<file path="src/rtl/arb_pkg.sv">
// Shared arbiter types: runtime mode encoding and default LFSR constants.
package arb_pkg;

  typedef enum logic [1:0] {
    ARB_FIXED = 2'd0,
    ARB_RR    = 2'd1,
    ARB_RAND  = 2'd2,
    ARB_OFF   = 2'd3
  } arb_mode_e;

  localparam int unsigned LFSR_W_DEF    = 8;
  localparam logic [7:0]  LFSR_TAPS_DEF = 8'hB8;
  localparam logic [7:0]  LFSR_SEED_DEF = 8'h01;

endpackage

</file>
<file path="src/rtl/pn_lfsr.sv">
// Free-running Fibonacci LFSR used as the random-priority source.
import arb_pkg::*;

module pn_lfsr #(
  parameter int unsigned         LFSR_W    = LFSR_W_DEF,
  parameter logic [LFSR_W-1:0]   LFSR_TAPS = LFSR_W'(LFSR_TAPS_DEF),
  parameter logic [LFSR_W-1:0]   LFSR_SEED = LFSR_W'(LFSR_SEED_DEF)
) (
  input  logic              clk,
  input  logic              rst,
  output logic [LFSR_W-1:0] out
);

  logic [LFSR_W-1:0] lfsr_q;
  logic [LFSR_W-1:0] lfsr_d;

  always_comb begin
    lfsr_d = {lfsr_q[LFSR_W-2:0], ^(lfsr_q & LFSR_TAPS)};
  end

  always_ff @(posedge clk) begin
    if (rst) lfsr_q <= LFSR_SEED;
    else     lfsr_q <= lfsr_d;
  end

  assign out = lfsr_q;

endmodule

</file>
<file path="src/rtl/multi_mode_arbiter.sv">
// N-requester arbiter: fixed / round-robin / random priority with bounded grant lock.
import arb_pkg::*;

module multi_mode_arbiter #(
  parameter int unsigned       N         = 4,
  parameter int unsigned       IDX_W     = $clog2(N),
  parameter int unsigned       LFSR_W    = LFSR_W_DEF,
  parameter logic [LFSR_W-1:0] LFSR_TAPS = LFSR_W'(LFSR_TAPS_DEF),
  parameter logic [LFSR_W-1:0] LFSR_SEED = LFSR_W'(LFSR_SEED_DEF),
  parameter int unsigned       MAX_HOLD  = 3
) (
  input  logic             clk,
  input  logic             rst,
  input  logic [N-1:0]     req,
  input  logic [1:0]       mode,
  input  logic [IDX_W-1:0] pri_sel,
  input  logic             lock_en,
  output logic [N-1:0]     gnt,
  output logic             gnt_vld,
  output logic [IDX_W-1:0] gnt_idx
);

  localparam int unsigned HOLD_W = $clog2(MAX_HOLD + 1);

  logic [N-1:0]      gnt_q, gnt_d;
  logic              gnt_vld_q, gnt_vld_d;
  logic [IDX_W-1:0]  gnt_idx_q, gnt_idx_d;
  logic [IDX_W-1:0]  rr_last_q, rr_last_d;
  logic [HOLD_W-1:0] hold_cnt_q, hold_cnt_d;
  arb_mode_e         mode_q, mode_d;

  arb_mode_e         mode_e;
  logic [LFSR_W-1:0] lfsr;
  logic              lfsr_unused;
  logic [IDX_W-1:0]  pri_start;
  logic [IDX_W-1:0]  rand_start;
  logic              lock_ok;
  logic [N-1:0]      arb_req;
  logic [IDX_W:0]    win;

  pn_lfsr #(
    .LFSR_W    (LFSR_W),
    .LFSR_TAPS (LFSR_TAPS),
    .LFSR_SEED (LFSR_SEED)
  ) u_lfsr (
    .clk (clk),
    .rst (rst),
    .out (lfsr)
  );

  // Returns {found, idx}. rotate=1: search s+1, s+2, ... mod N; else s first, then ascending from 0.
  function automatic logic [IDX_W:0] search(input logic [N-1:0] r, input logic [IDX_W-1:0] s,
                                            input logic rotate);
    logic             found;
    logic [IDX_W-1:0] idx;
    int               j;
    found = 1'b0;
    idx   = '0;
    if (rotate) begin
      for (int k = 1; k <= int'(N); k++) begin
        j = (int'(s) + k) % int'(N);
        if (!found && r[IDX_W'(j)]) begin
          found = 1'b1;
          idx   = IDX_W'(j);
        end
      end
    end else if (r[s]) begin
      found = 1'b1;
      idx   = s;
    end else begin
      for (int k = 0; k < int'(N); k++) begin
        if (!found && r[IDX_W'(k)]) begin
          found = 1'b1;
          idx   = IDX_W'(k);
        end
      end
    end
    return {found, idx};
  endfunction

  assign mode_e      = arb_mode_e'(mode);
  assign lfsr_unused = ^lfsr;
  assign pri_start   = (int'(pri_sel) < int'(N)) ? pri_sel : '0;
  assign rand_start  = IDX_W'(int'(lfsr[IDX_W-1:0]) % int'(N));
  assign lock_ok     = lock_en & gnt_vld_q & req[gnt_idx_q] & (mode_e == mode_q);

  // Holder is masked only at forced release, and only when someone else is waiting.
  always_comb begin
    arb_req = req;
    if (lock_ok && ((req & ~gnt_q) != '0)) arb_req = req & ~gnt_q;
  end

  always_comb begin
    win = '0;
    case (mode_e)
      ARB_RR:   win = search(arb_req, rr_last_q, 1'b1);
      ARB_RAND: win = search(arb_req, rand_start, 1'b0);
      default:  win = search(arb_req, pri_start, 1'b0);
    endcase
  end

  always_comb begin
    gnt_d      = '0;
    gnt_vld_d  = 1'b0;
    gnt_idx_d  = '0;
    rr_last_d  = rr_last_q;
    hold_cnt_d = '0;
    mode_d     = mode_e;
    if (mode_e != ARB_OFF && req != '0) begin
      if (lock_ok && hold_cnt_q < HOLD_W'(MAX_HOLD - 1)) begin
        gnt_d      = gnt_q;
        gnt_vld_d  = 1'b1;
        gnt_idx_d  = gnt_idx_q;
        rr_last_d  = gnt_idx_q;
        hold_cnt_d = hold_cnt_q + HOLD_W'(1);
      end else if (win[IDX_W]) begin
        gnt_d[win[IDX_W-1:0]] = 1'b1;
        gnt_vld_d             = 1'b1;
        gnt_idx_d             = win[IDX_W-1:0];
        rr_last_d             = win[IDX_W-1:0];
      end
    end
  end

  always_ff @(posedge clk) begin
    if (rst) begin
      gnt_q      <= '0;
      gnt_vld_q  <= 1'b0;
      gnt_idx_q  <= '0;
      rr_last_q  <= IDX_W'(N - 1);
      hold_cnt_q <= '0;
      mode_q     <= ARB_OFF;
    end else begin
      gnt_q      <= gnt_d;
      gnt_vld_q  <= gnt_vld_d;
      gnt_idx_q  <= gnt_idx_d;
      rr_last_q  <= rr_last_d;
      hold_cnt_q <= hold_cnt_d;
      mode_q     <= mode_d;
    end
  end

  assign gnt     = gnt_q;
  assign gnt_vld = gnt_vld_q;
  assign gnt_idx = gnt_idx_q;

endmodule

</file>
<file path="config.mk">
export PLATFORM = sky130hd
export DESIGN_NAME = multi_mode_arbiter
export DESIGN_NICKNAME = d
export VERILOG_FILES = /design/src/rtl/arb_pkg.sv /design/src/rtl/pn_lfsr.sv /design/src/rtl/multi_mode_arbiter.sv
export SDC_FILE = /design/constraint.sdc
export NUM_CORES = 1
export LEC_CHECK = 0
export BUFFER_PORTS_ARGS = -buffer_cell sky130_fd_sc_hd__buf_2
export CORE_MARGIN = 4
export CORE_UTILIZATION = 35
export DETAILED_ROUTE_END_ITERATION = 6
export SLEW_MARGIN = 20
export SYNTH_ARGS = -nofsm -noshare
export SYNTH_HDL_FRONTEND = slang
export SYNTH_HIERARCHICAL = 1
export SYNTH_SLANG_ARGS = --single-unit
</file>
<file path="constraint.sdc">
create_clock -name clk -period 3.2 [get_ports clk]
set_input_delay 0.32 -clock clk [delete_from_list [all_inputs] [get_ports clk]]
set_output_delay 0.32 -clock clk [all_outputs]
set_load 0.02 [all_outputs]
</file>
==> impl_metrics.py, run 1 <==
metrics = {
    "status": {
        "outcome": "completed",
    },
    "power_and_ir_drop": {
        "ir_drop_uv": 225.3,
        "power_frac_comb": 0.234,
        "internal_power_w": 0.0003757,
        "switching_share": 0.2993,
        "power_density_mw_per_mm2": 390.3,
        "total_leakage_power_nw": 0.5700,
        "power.switching_w": 0.0001605,
        "power_frac_clock": 0.229,
        "seq_power_share": 0.537,
    },
    "drt": {
        "ant_nets": 0,
        "wl_um": 2922,
        "first_iter_violations": 110,
        "viasPerCell": 5.420,
        "wl_per_cell_um": 14.61,
        "route.detailed.drc": 0,
        "dr_total_vias": 1084,
        "drtPass1Iterations": 4,
    },
    "sta": {
        "fin_hold_ws_ns": 0.2814,
        "slew_headroom": 0.6155,
        "worst_pin_slew_ns": 0.5740,
        "fin_skew_ns": 0.005466,
        "final_max_slew_viol_count": 0,
        "tns_ns": 0,
        "period_share": 0.8584,
        "setup_viol_count_final": 0,
        "fin_ws_ns": 0.4530,
        "hold_violations": 0,
        "max_freq_mhz": 364.0,
        "rsz0062_at_grt": "false",
        "min_period_ns": 2.747,
    },
    "clock_network": {
        "cts_sinks": 21,
        "cts_made_buffers": 3,
        "htreeDepth": 1,
        "clk_latency_ns": 0.30,
        "clock_tree.root_cell": "clkbuf_4",
        "cts_setup_buffers": 0,
        "holdBufCountCts": 0,
        "cts_tree": "yes",
        "clockBufferDepth": 2,
        "cts-resized-gates": 0,
        "clk_pin_slew_ns": 0.11,
    },
    "placed_design": {
        "io_buffers": 17,
        "dp_cells": 196,
        "hpwl_um": 2369,
        "dpl_cell_area_mm2": 0.001348,
        "dp_slack_ns": 0.4909,
        "gp_congestion": 0.9721,
    },
    "final_layout": {
        "stdcell_count": 200,
        "fin_nets": 169,
        "final_cell_mix": "21 x dfxtp_1, 17 x buf_2, 11 x inv_1",
        "stdcell_area_mm2": 0.001374,
        "drive_gt1_frac": 0.2143,
        "final_common_cell": "dfxtp_1",
        "area_growth_syn_to_layout_pct": 11.59,
        "diodes": 0,
    },
    "synthesis": {
        "avgSynthCellArea_um2": 9.053,
        "synthCells": 136,
        "synth.net_count": 150,
        "yosys_warnings": 6,
        "synth_area_mm2": 0.001231,
    },
    "setup_path": {
        "cp_max_fo": 6,
        "end_kind": "flop",
        "crit_type": "flop to flop",
        "critPathRequiredTime_ns": 3.38,
        "startpoint_type": "flop",
        "arrival_ns": 2.93,
        "r2r_cells": 8,
    },
    "worst_hold_path": {
        "min_path_cells": 3,
        "hp-class": "input port to flop",
    },
    "die": {
        "die_h_um": 67.31,
        "die_x_um": 67.31,
        "ioPinCount": 18,
        "initial_core_util": 0.3661,
        "core_area_mm2": 0.003363,
        "rows": 21,
        "dieArea_mm2": 0.004531,
    },
    "grt": {
        "grt_pass1_wl_um": 4905,
        "grt_max_degree": 12,
        "grt_pass1_vias": 1078,
        "grtUsageTotal": 0.1442,
        "antenna_found_initial": 0,
        "grt_overflow_total": 0,
    },
    "job": {
        "maxCapViolCount": 0,
    },
}
## power by group through the flow
| stage | Clock [W] | Sequential [W] | Combinational [W] |
|---|---|---|---|
| floorplan | 0 | 0.000295 | 0.0000876 |
| global placement | 0 | 0.000293 | 0.000123 |
| detailed placement | 0 | 0.000294 | 0.000124 |
| CTS | 0.000131 | 0.000288 | 0.000125 |
| global route | 0.000145 | 0.000290 | 0.000139 |
| finish | 0.000123 | 0.000288 | 0.000126 |
## flip-flops by register name, indices dropped and copies added (netlist names)
name and cells:
gnt_idx 2, gnt 4, hold_cnt_q 2, mode_q 2, rr_last_q 2, u_lfsr/out 8, gnt_vld 1
## area by class of cell
class | instances | area [µm²]
fill | 376 | 1989
sequential | 21 | 420.4
inverter | 11 | 41.29
tap | 46 | 57.56
timing repair buffer | 17 | 85.08
multi-input combinational | 101 | 743.2
clock buffer | 4 | 26.28
## per-layer routing
layer / track usage / vias to the layer above / wire length, µm
met5: 0 / - / 0
met4: 0.06582 / 0 / 57
met3: 0.02662 / 6 / 97
met2: 0.2638 / 23 / 1529
met1: 0.1600 / 519 / 1238
li1: - / 536 / -
## critical path: stages, from the launching register on
cell	delay (ns)
dfxtp_1	0.41
mux4_2	0.54
and4_1	0.26
a31oi_2	0.36
o221ai_1	0.21
a311oi_2	0.29
a31oi_1	0.15
a211oi_1	0.30
o21ai_1	0.10
## stage by stage
stage,utilization,total power (W)
6_report,0.4085,0.0005362
5_1_grt,0.4085,0.0005742
4_1_cts,0.4085,0.0005443
3_5_place_dp,0.4007,0.0004186
3_3_place_gp,0.4007,0.0004163
2_1_floorplan,-,0.0003830
## final timing paths
| path | start | to | slack, ns |
|---|---|---|---|
| setup / recovery | gnt_idx[0] | rr_last_q[1] | 0.45 |
| hold reg to reg | hold_cnt_q[0] | hold_cnt_q[0] | 0.42 |
| hold / removal | mode[1] | mode_q[1] | 0.28 |
| setup reg to reg | gnt_idx[0] | rr_last_q[1] | 0.45 |
Power figures use the tool's default switching activity.
==> run 2: changes to the inputs <==
CELL_PAD_IN_SITES_DETAIL_PLACEMENT = 0   (was default)
CELL_PAD_IN_SITES_GLOBAL_PLACEMENT = 2   (was default)
CORE_ASPECT_RATIO = 0.6   (was default)
CORE_UTILIZATION = 34   (was 35)
GPL_ROUTABILITY_DRIVEN = 1   (was default)
PLACE_DENSITY_LB_ADDON = 0.1   (was default)
==> impl_metrics.py, run 2 (synthesized netlist as in run 1, its figures left out) <==
metrics = {
    "status": {
        "outcome": "completed",
    },
    "worst_hold_path": {
        "hp-class": "input port to flop",
        "min_from": "mode[0]",
    },
    "setup_path": {
        "startpoint_type": "flop",
        "critPathTopFamily": "compound AO/OA/AOI/OAI gates",
        "slowest_stage": "a221oi_2",
        "crit_type": "flop to flop",
        "crit_chain": "mux4_2 > nand4_1 > o21ai_1 > o21ai_0 > o221ai_1 > a221oi_2 > and2_1 > o221ai_1",
        "cp-startpoint": "gnt_idx[0]",
        "crit_top_cell": "o221ai_1",
        "cp_num_buf_inv": 0,
        "end_kind": "flop",
        "max_stage_delay_ns": 0.56,
        "arrival_ns": 3.02,
        "cp_max_fo": 8,
        "r2r_start": "gnt_idx[0]",
        "critPathRequiredTime_ns": 3.34,
    },
    "sta": {
        "slew_headroom": 0.6151,
        "max_freq_mhz": 346.5,
        "period_share": 0.9019,
        "hold_violations": 0,
        "final_max_slew_viol_count": 0,
        "min_period_ns": 2.886,
        "fin_hold_ws_ns": 0.3272,
        "rsz0062_at_grt": "false",
        "worst_pin_slew_ns": 0.5735,
        "tns_ns": 0,
        "setup_viol_count_final": 0,
        "fin_skew_ns": 0.003120,
    },
    "final_layout": {
        "final_common_cell": "dfxtp_1",
        "largest_register_ffs": 8,
        "drive_gt1_frac": 0.2208,
        "finish.utilization": 0.4141,
        "final_cell_mix": "21 x dfxtp_1, 17 x buf_2, 11 x inv_1",
        "area_growth_syn_to_layout_pct": 13.11,
        "fin_nets": 169,
        "diodes": 0,
    },
    "power_and_ir_drop": {
        "total_leakage_power_nw": 0.5805,
        "power.switching_w": 0.0001751,
        "switching_share": 0.2972,
        "finalPower_w": 0.0005891,
        "seq_power_share": 0.490,
        "power_frac_comb": 0.217,
        "power_frac_clock": 0.294,
        "internal_power_w": 0.0004140,
        "power_density_mw_per_mm2": 423.0,
        "ir_drop_uv": 180.3,
    },
    "placed_design": {
        "hpwl_um": 2535,
        "io_buffers": 17,
        "gp_congestion": 0.8401,
    },
    "grt": {
        "grt_use_met1": 0.2262,
        "use_met2": 0.2216,
        "grt_overflow_total": 0,
        "grtUsageTotal": 0.1550,
        "grt_pass1_vias": 1105,
        "grt_max_degree": 13,
        "use_met3": 0.04211,
        "antenna_found_initial": 0,
        "grt_pass1_wl_um": 5471,
        "top_usage_layer": "met1",
    },
    "drt": {
        "drtPass1Iterations": 4,
        "first_iter_violations": 87,
        "wl_per_cell_um": 16.14,
        "wl_um": 3211,
        "dr_total_vias": 1094,
        "viasPerCell": 5.497,
        "ant_nets": 0,
        "route.detailed.drc": 0,
    },
    "clock_network": {
        "cts_tree": "yes",
        "cts_sinks": 21,
        "clk_latency_ns": 0.26,
        "holdBufCountCts": 0,
        "cts-resized-gates": 0,
        "clock_tree.root_cell": "clkbuf_8",
        "htreeDepth": 1,
        "cts_setup_buffers": 0,
        "clk_pin_slew_ns": 0.08,
        "clockBufferDepth": 2,
        "cts_made_buffers": 3,
    },
    "die": {
        "ioPinCount": 18,
        "die_x_um": 85.69,
        "initial_core_util": 0.3661,
        "rows": 16,
        "dieArea_mm2": 0.004679,
        "die_h_um": 54.61,
        "core_area_mm2": 0.003363,
    },
    "job": {
        "maxCapViolCount": 0,
    },
}
## run 2: changes by cell type in the layout (fill, tap and decap cells not counted), sizes merged
| cell | previous run | this run |
|---|---|---|
| clkbuf | 4 | 3 |
| clkinv | 0 | 1 |
## run 2: power by group through the flow
stage          clock (W)  sequential, W  combinational (W)
3_3_place_gp           0       0.000295           0.000128
3_5_place_dp           0       0.000295           0.000126
4_1_cts         0.000179       0.000288           0.000127
5_1_grt         0.000190       0.000291           0.000142
2_1_floorplan          0       0.000295          0.0000876
6_report        0.000173       0.000289           0.000128
## run 2: area by class of cell
class	count	area, µm²
repair buffers	17	85.08
flip-flops and latches	21	420.4
well taps	45	56.30
fillers	365	1971
clock buffers	3	41.29
inverters	11	41.29
clock inverters	1	5.005
multi-input cells	101	743.2
## run 2: metal layers
metal / wire (µm) / vias up
met5: 0 / -
met4: 32 / 0
li1: - / 540
met1: 1667 / 512
met2: 1247 / 36
met3: 263 / 6
## run 2: through the flow
stage          setup slack, ns  cells  instance area [µm²]
3_5_place_dp            0.2761    195                 1346
4_1_cts                 0.2984    199                 1393
3_3_place_gp            0.2679    195                 1346
5_1_grt                0.08729    199                 1393
2_1_floorplan           0.6006    136                 1231
6_report                0.3139    199                 1393
## run 2: path summary, 6_finish.rpt
check	end	slack [ns]	cells past startpoint
max reg2reg	rr_last_q[0]	0.31	8
min	mode_q[0]	0.33	3
min reg2reg	hold_cnt_q[0]	0.41	1
max	rr_last_q[0]	0.31	8
## run 2: worst min-delay path: cells and delay by family
family	cells	cell delay, ns
AND/OR/NAND/NOR	1	0.05
buffers and inverters	2	0.19
==> run 3: changes to the inputs <==
MAX_ROUTING_LAYER = met4   (was default)
TNS_END_PERCENT = 100   (was default)
==> impl_metrics.py, run 3 (synthesized netlist as in run 1, its figures left out) <==
metrics = {
    "status": {
        "outcome": "completed",
    },
    "drt": {
        "first_iter_violations": 48,
        "wl_um": 3174,
        "drtPass1Iterations": 4,
        "viasPerCell": 5.432,
        "wl_per_cell_um": 15.95,
        "dr_total_vias": 1081,
        "ant_nets": 0,
        "route.detailed.drc": 0,
    },
    "final_layout": {
        "fin_nets": 169,
        "area_growth_syn_to_layout_pct": 13.01,
        "final_common_cell": "dfxtp_1",
        "diodes": 0,
        "largest_register_ffs": 8,
        "stdcell_area_mm2": 0.001391,
        "drive_gt1_frac": 0.2143,
        "final_cell_mix": "21 x dfxtp_1, 17 x buf_2, 11 x inv_1",
    },
    "setup_path": {
        "rrSetupSlack_ns": 0.29,
        "r2r_cells": 8,
        "startpoint_type": "flop",
        "end_kind": "flop",
        "critPathRequiredTime_ns": 3.33,
        "arrival_ns": 3.04,
        "r2r_start": "gnt_idx[0]",
        "cp_max_fo": 8,
        "crit_type": "flop to flop",
        "regToRegEndpoint": "rr_last_q[0]",
    },
    "job": {
        "maxCapViolCount": 0,
    },
    "clock_network": {
        "cts_made_buffers": 3,
        "clock_tree.root_cell": "clkbuf_8",
        "clk_pin_slew_ns": 0.07,
        "clockBufferDepth": 2,
        "holdBufCountCts": 0,
        "clk_latency_ns": 0.26,
        "cts-resized-gates": 0,
        "cts_tree": "yes",
        "cts_setup_buffers": 0,
        "cts_sinks": 21,
        "htreeDepth": 1,
    },
    "die": {
        "dieArea_mm2": 0.004679,
        "core_area_mm2": 0.003363,
        "die_h_um": 54.61,
        "rows": 16,
        "die_x_um": 85.69,
        "ioPinCount": 18,
        "initial_core_util": 0.3661,
    },
    "grt": {
        "grt_max_degree": 12,
        "grtUsageTotal": 0.1576,
        "antenna_found_initial": 0,
        "grt_pass1_vias": 1036,
        "grt_pass1_wl_um": 5340,
        "grt_overflow_total": 0,
    },
    "placed_design": {
        "hpwl_um": 2584,
        "io_buffers": 17,
        "gp_congestion": 0.8504,
        "dpl_cell_area_mm2": 0.001346,
    },
    "sta": {
        "rsz0062_at_grt": "false",
        "max_freq_mhz": 343.7,
        "final_max_slew_viol_count": 0,
        "tns_ns": 0,
        "hold_violations": 0,
        "slew_headroom": 0.5979,
        "fin_skew_ns": 0.002636,
        "min_period_ns": 2.910,
        "setup_viol_count_final": 0,
        "period_share": 0.9092,
        "worst_pin_slew_ns": 0.6004,
    },
    "power_and_ir_drop": {
        "internal_power_w": 0.0004159,
        "switching_share": 0.2902,
        "seq_power_share": 0.492,
        "power_frac_clock": 0.288,
        "power.switching_w": 0.0001700,
        "power_density_mw_per_mm2": 421.2,
        "total_leakage_power_nw": 0.5777,
        "power_frac_comb": 0.220,
        "ir_drop_uv": 210.7,
    },
    "worst_hold_path": {
        "min_from": "mode[0]",
        "hp-class": "input port to flop",
        "hold_end": "mode_q[0]",
        "min_path_cells": 3,
    },
}
## run 3: metal layers
metal | global-route usage | up-vias | wire length (µm)
met5 | - | - | 0
met2 | 0.2268 | 34 | 1194
li1 | - | 539 | -
met4 | 0.01842 | 0 | 0
met3 | 0.04361 | 0 | 275
met1 | 0.2244 | 508 | 1704
## run 3: how the worst max path moves through the flow
stage,start,to,depth (start not counted)
6_report,gnt_idx[0],rr_last_q[0],8
3_3_place_gp,req[3],rr_last_q[0],9
4_1_cts,gnt_idx[0],rr_last_q[0],8
3_5_place_dp,req[3],rr_last_q[0],9
5_1_grt,gnt_idx[0],rr_last_q[0],8
2_1_floorplan,gnt_idx[0],rr_last_q[1],9
## run 3: area by class of cell
cell class / instances / area (µm²)
Timing Repair Buffer: 17 / 85.08
Sequential cell: 21 / 420.4
Multi-Input combinational cell: 101 / 743.2
Fill cell: 345 / 1972
Clock buffer: 4 / 45.04
Inverter: 11 / 41.29
Tap cell: 45 / 56.30
## run 3: stage by stage
step / hold WS (ns) / utilization / power (W) / cells / setup WS [ns]
after floorplan: 0.3908 / - / 0.0003830 / 136 / 0.6006
after global placement: 0.4042 / 0.4003 / 0.0004228 / 195 / 0.3134
after detailed placement: 0.4132 / 0.4003 / 0.0004209 / 195 / 0.2985
after CTS: 0.3268 / 0.4137 / 0.0005895 / 199 / 0.3040
after global routing: 0.3486 / 0.4137 / 0.0006273 / 199 / 0.04908
final: 0.3238 / 0.4137 / 0.0005860 / 199 / 0.2904
## run 3: power groups by stage
stage / combinational (W) / clock [W] / sequential (W)
after floorplan: 0.0000876 / 0 / 0.000295
after global placement: 0.000128 / 0 / 0.000295
after detailed placement: 0.000126 / 0 / 0.000295
after CTS: 0.000127 / 0.000174 / 0.000289
after global routing: 0.000143 / 0.000193 / 0.000291
final: 0.000129 / 0.000169 / 0.000288
## run 3: critical path, stage by stage (launching register included)
cell	delay (ns)
dfxtp_1	0.40
mux4_2	0.55
nand4_1	0.26
o21ai_1	0.29
a221oi_1	0.36
o21ai_1	0.15
a221oi_2	0.47
and2_1	0.20
o221ai_1	0.09
